**src/rtl/pipe_pkg.sv**
```systemverilog
// Shared types and codes for the pipeline hazard / interrupt-entry controller.
package pipe_pkg;

   // Sequencer states
   typedef enum logic [1:0] {
      ST_RUN   = 2'd0,
      ST_DRAIN = 2'd1,
      ST_PUSH  = 2'd2,
      ST_VEC   = 2'd3
   } seq_state_e;

   // Interrupt-entry step codes driven on int_step
   localparam int STEP_NONE = 0;
   localparam int STEP_PUSH = 1;
   localparam int STEP_VEC  = 2;

   // Operand forwarding source selects
   typedef enum logic [1:0] {
      FWD_RF  = 2'd0,
      FWD_EXM = 2'd1,
      FWD_MWB = 2'd2
   } fwd_sel_e;

   localparam int REG_W = 2;

endpackage

```
**src/rtl/fwd_unit.sv**
```systemverilog
// Operand source compare for one Decode operand: picks the youngest matching
// producer, Ex/M over M/Wb, else the register file.
module fwd_unit
   import pipe_pkg::*;
(
   input  logic [REG_W-1:0] src,
   input  logic             use_src,
   input  logic             exm_rw,
   input  logic [REG_W-1:0] exm_rd,
   input  logic             mwb_rw,
   input  logic [REG_W-1:0] mwb_rd,
   output logic [1:0]       sel
);

   // priority compare; Ex/M holds the newer value so it wins
   always_comb begin
      sel = FWD_RF;
      if (use_src && exm_rw && (exm_rd == src)) begin
         sel = FWD_EXM;
      end else if (use_src && mwb_rw && (mwb_rd == src)) begin
         sel = FWD_MWB;
      end
   end

endmodule

```
**src/rtl/pipe_hazard_ctrl.sv**
```systemverilog
// Central pipeline sequencer: F/D and D/Ex enables/flushes, operand forwarding
// selects, load-use stall, taken-branch flush and interrupt entry.
//
//  state    | meaning
//  ---------+-----------------------------------------------------------
//  ST_RUN   | normal issue; hazards handled, interrupt may be accepted
//  ST_DRAIN | fetch held, older instructions retire; counter runs down
//  ST_PUSH  | push PC (SP decrement), fetch held
//  ST_VEC   | PC <= vector, acknowledge pulse, back to RUN
module pipe_hazard_ctrl
   import pipe_pkg::*;
#(
   parameter int DRAIN_CYC = 2,
   parameter int VEC_W     = 2
)(
   input  logic             clk,
   input  logic             rst_n,
   input  logic [REG_W-1:0] de_ra,
   input  logic [REG_W-1:0] de_rb,
   input  logic             de_use_a,
   input  logic             de_use_b,
   input  logic             ex_rw,
   input  logic [REG_W-1:0] ex_rd,
   input  logic             ex_load,
   input  logic             m_rw,
   input  logic [REG_W-1:0] m_rd,
   input  logic             br_taken,
   input  logic             intr_req,
   output logic             pc_en,
   output logic             fd_en,
   output logic             fd_flush,
   output logic             de_flush,
   output logic [1:0]       fwd_a,
   output logic [1:0]       fwd_b,
   output logic [VEC_W-1:0] int_step,
   output logic             intr_ack
);

   localparam int CNT_W = (DRAIN_CYC > 1) ? $clog2(DRAIN_CYC) : 1;

   seq_state_e       state, state_nxt;
   logic [CNT_W-1:0] cnt, cnt_nxt;
   logic             armed;
   logic             mwb_rw;
   logic [REG_W-1:0] mwb_rd;
   logic             stall;
   logic             accept;
   logic [1:0]       sel_a, sel_b;

   fwd_unit u_fwd_a (
      .src     (de_ra),
      .use_src (de_use_a),
      .exm_rw  (m_rw),
      .exm_rd  (m_rd),
      .mwb_rw  (mwb_rw),
      .mwb_rd  (mwb_rd),
      .sel     (sel_a)
   );

   fwd_unit u_fwd_b (
      .src     (de_rb),
      .use_src (de_use_b),
      .exm_rw  (m_rw),
      .exm_rd  (m_rd),
      .mwb_rw  (mwb_rw),
      .mwb_rd  (mwb_rd),
      .sel     (sel_b)
   );

   // selects are held at the regfile while the core is in reset
   assign fwd_a = rst_n ? sel_a : FWD_RF;
   assign fwd_b = rst_n ? sel_b : FWD_RF;

   assign stall = ex_load && ex_rw &&
                  ((de_use_a && (ex_rd == de_ra)) || (de_use_b && (ex_rd == de_rb)));

   // an interrupt is only taken on a clean RUN cycle; otherwise it waits a cycle
   assign accept = intr_req && armed && !stall && !br_taken;

   // M/Wb shadow of the Ex/M write-back fields
   always_ff @(posedge clk or negedge rst_n) begin
      if (!rst_n) begin
         mwb_rw <= 1'b0;
         mwb_rd <= '0;
      end else begin
         mwb_rw <= m_rw;
         mwb_rd <= m_rd;
      end
   end

   // state, drain counter and re-arm flag
   always_ff @(posedge clk or negedge rst_n) begin
      if (!rst_n) begin
         state <= ST_RUN;
         cnt   <= '0;
         armed <= 1'b1;
      end else begin
         state <= state_nxt;
         cnt   <= cnt_nxt;
         if (state == ST_VEC) begin
            armed <= 1'b0;
         end else if (!intr_req) begin
            armed <= 1'b1;
         end
      end
   end

   // next state and pipeline controls; branch flush beats load-use stall
   always_comb begin
      state_nxt = state;
      cnt_nxt   = cnt;
      pc_en     = 1'b1;
      fd_en     = 1'b1;
      fd_flush  = 1'b0;
      de_flush  = 1'b0;
      int_step  = VEC_W'(STEP_NONE);
      intr_ack  = 1'b0;

      case (state)
         ST_RUN: begin
            if (br_taken) begin
               fd_flush = 1'b1;
               de_flush = 1'b1;
            end else if (stall) begin
               pc_en    = 1'b0;
               fd_en    = 1'b0;
               de_flush = 1'b1;
            end
            if (accept) begin
               state_nxt = ST_DRAIN;
               cnt_nxt   = CNT_W'(DRAIN_CYC - 1);
            end
         end
         ST_DRAIN: begin
            // a late taken branch still loads its target so the pushed PC is correct
            pc_en    = br_taken;
            fd_en    = 1'b0;
            fd_flush = 1'b1;
            de_flush = 1'b1;
            if (cnt == '0) begin
               state_nxt = ST_PUSH;
            end else begin
               cnt_nxt = cnt - 1'b1;
            end
         end
         ST_PUSH: begin
            pc_en     = 1'b0;
            fd_en     = 1'b0;
            fd_flush  = 1'b1;
            de_flush  = 1'b1;
            int_step  = VEC_W'(STEP_PUSH);
            state_nxt = ST_VEC;
         end
         ST_VEC: begin
            fd_flush  = 1'b1;
            int_step  = VEC_W'(STEP_VEC);
            intr_ack  = 1'b1;
            state_nxt = ST_RUN;
         end
         default: begin
            state_nxt = ST_RUN;
         end
      endcase

      if (!rst_n) begin
         pc_en    = 1'b0;
         fd_en    = 1'b0;
         fd_flush = 1'b1;
         de_flush = 1'b1;
      end
   end

endmodule

```
**config.mk**
```make
export PLATFORM = sky130hd
export DESIGN_NAME = pipe_hazard_ctrl
export DESIGN_NICKNAME = d
export VERILOG_FILES = /design/src/rtl/pipe_pkg.sv /design/src/rtl/fwd_unit.sv /design/src/rtl/pipe_hazard_ctrl.sv
export SDC_FILE = /design/constraint.sdc
export NUM_CORES = 1
export LEC_CHECK = 0
export CORE_MARGIN = 5
export CORE_UTILIZATION = 41
export DETAILED_ROUTE_END_ITERATION = 10
export HOLD_SLACK_MARGIN = 0.03
export PLACE_DENSITY = 0.8
export SYNTH_ARGS = -nofsm -noshare
export SYNTH_HDL_FRONTEND = slang
export SYNTH_SLANG_ARGS = --single-unit
export TNS_END_PERCENT = 100
```
**constraint.sdc**
```tcl
create_clock -name clk -period 1.83 [get_ports clk]
set_input_delay 0.366 -clock clk [delete_from_list [all_inputs] [get_ports clk]]
set_output_delay 0.366 -clock clk [all_outputs]
set_load 0.005 [all_outputs]
```
==> impl_metrics.toml <==
[clock_network]
ctsRootBufferMaster = "clkbuf_4"
clkTransAtPathRegs_ns = 0.05
clk_latency_ns = 0.26
clock_tree.buffer_depth = 2
cts_hold_buf = 0
cts_tree = "yes"
cts.sinks = 7
cts_buffers = 3
htreeDepth = 1

[grt]
grt-ovfl-total = 0
grt_pass1_wl_mm = 3.34
grt_use_total_pct = 16.6
grt_max_degree = 7
antenna_found_initial = 0
grt_pass1_vias = 812

[synth]
ys.flop_type = "dfrtp_1"
yosys_warnings = 0
avgSynthCellArea_sq_um = 8.69
synth-edff-count = 0
synth.distinct_cells = 29
mappedNetlistArea_sq_um = 661
synthArstFlopShare_pct = 100
syn-num-nets = 98
seq_area_frac_synth_pct = 26.7
synth_cells = 76
ys_seq_elements = 7

[power_and_ir_drop]
power_density_mw_per_mm2 = 1030
leakage_uw = 0.000573
finalPower_uw = 1240
irDropWorstVdd_mv = 0.693

[floorplanning]
die_area_sq_mm = 0.00251
core-area_sq_mm = 0.00152
pin_count = 28
floorplan.initialDensity_pct = 43.3
die_width_um = 50.1
die_y_um = 50.1
rows = 14

[sta]
worst_pin_slew_ns = 0.223
slew_viol_final = 0
fmax_mhz = 555
relSlewSlack_pct = 85.0
skew_ns = 0.000149
hold_violations = 0
period_minus_slack_ns = 1.80
holdWs_ns = 0.210
setup_viol = 0
period_share_pct = 98.4
rsz0062_at_grt = "true"

[status]
outcome = "completed"

[worst_setup_path]
path_cells = "inv_2 -> ha_4 -> inv_2 -> o21ai_0 -> or2_1 -> clkbuf_2"
crit_top_cell = "inv_2"
r2r_start = "state[0]"
r2r_end = "state[1]"
cp-start-kind = "register"
crit_required_ns = 1.46
crit_arrival_ns = 1.43
reg2reg_setup_slack_ns = 0.25
r2r_cells = 7
critical_path.max_fanout = 3
cp_slowest_cell = "dfrtp_1"
max_stage_delay_ns = 0.42
criticalPathCategory = "reg -> out"
crit_path_end_kind = "output port"

[routing]
route.detailed.drc = 0
drtIter0Drc = 10
vias = 762
routed_wl_mm = 2.00
dr.pass1.iters = 4
vias_per_cell = 5.26
final_antenna_net_count = 0
wire_per_inst_um = 13.8

[cells_and_area]
final_util_pct = 79.0
area_growth_pct = 82.2
nets = 152
antenna_cells = 0
drive_above_1_share_pct = 48.1

[job]
maxCapViolations = 0

[placement]
detailed_place_hpwl_mm = 1.45
io_buffers = 27
gp_congestion = 0.869

[hold_path]
hold_path_class = "in -> async"
## flip-flops by register name, indices dropped and copies added (netlist names)
name    flops
mwb_rd      2
state       2
armed       1
cnt         1
mwb_rw      1
## routing by layer
metal / global-route usage (%) / vias to the layer above / wire, um
met2: 30.3 / 40 / 1020
met3: 8.58 / 2 / 223
met4: 3.93 / 0 / 8
li1: - / 373 / -
met1: 16.3 / 347 / 743
met5: 0 / - / 0
## layout make-up
cell class	count	area, sq um
Timing Repair Buffer	51	399
Clock buffer	4	26.3
Multi-Input combinational cell	60	556
Sequential cell	7	176
Fill cell	108	320
Inverter	7	26.3
Tap cell	16	20.0
## power by group
| part | internal (uW) | switching (uW) |
|---|---|---|
| Combinational | 464 | 377 |
| Sequential | 212 | 46.2 |
| Clock | 83.3 | 57.5 |
## cells in the final DEF, fill, tap and decap left out, types with 4 or more instances in the layout
cell,n
buf_4,22
inv_1,4
nand2_1,8
xor2_1,4
xnor2_2,4
clkbuf_2,6
dlygate4sd2_1,13
dfrtp_1,6
## kinds of logic (layout without fill, tap and decap cells)
| family | Yosys count | count (layout) | synth area share [%] |
|---|---|---|---|
| flops | 7 | 7 | 26.7 |
| simple gates | 27 | 27 | 24.1 |
| buf+inv | 9 | 62 | 5.68 |
| compound gates | 16 | 16 | 15.9 |
| fa+ha+maj | 5 | 5 | 9.47 |
| xor+xnor | 12 | 12 | 18.2 |
## worst max-delay path: cells and delay by family (launching register included)
family	cells	cell delay, ns
buffers and inverters	3	0.30
adders and majority gates	1	0.21
AOI/OAI and AO/OA	1	0.06
DFF	1	0.42
and+or+nand+nor	1	0.20
## worst max path at each step
| stage | startpoint | endpoint | slack, ns | depth (start not counted) |
|---|---|---|---|---|
| 2_1_floorplan | state[0] | de_flush | 0.31 | 5 |
| 3_3_place_gp | ex_rd[0] | de_flush | -0.64 | 6 |
| 3_5_place_dp | ex_rd[1] | de_flush | -0.66 | 6 |
| 4_1_cts | state[1] | de_flush | -0.12 | 6 |
| 5_1_grt | state[0] | de_flush | -0.05 | 6 |
| 6_report | state[1] | de_flush | 0.03 | 6 |
## synth_stat cells, drive strengths merged (2+ instances only)
master  n  area (sq um)
nand2   8          30.0
o21ai   5          25.0
inv     7          26.3
a311oi  2          17.5
ha      5          62.6
xnor2   6          67.6
dfrtp   6           150
nand4   4          46.3
a21oi   3          15.0
xor2    6          52.6
and2    4          25.0
nor3    6          30.0
## repair_timing
action	4_1_cts	5_1_grt
pin swaps	13	11
setup endpoints to repair	11	7
resized for setup	59	19
buffers inserted	3	0
## metrics by stage
stage | worst slack, ns | cells | setup TNS [ns] | area [sq um]
after floorplan | 0.313 | 76 | 0 | 661
after global placement | -0.637 | 138 | -3.86 | 1100
after detailed placement | -0.657 | 138 | -4.05 | 1100
after CTS | -0.116 | 145 | -0.116 | 1180
after global routing | -0.0482 | 145 | -0.0764 | 1200
final | 0.0294 | 145 | 0 | 1200
Power figures use the tool's default switching activity.
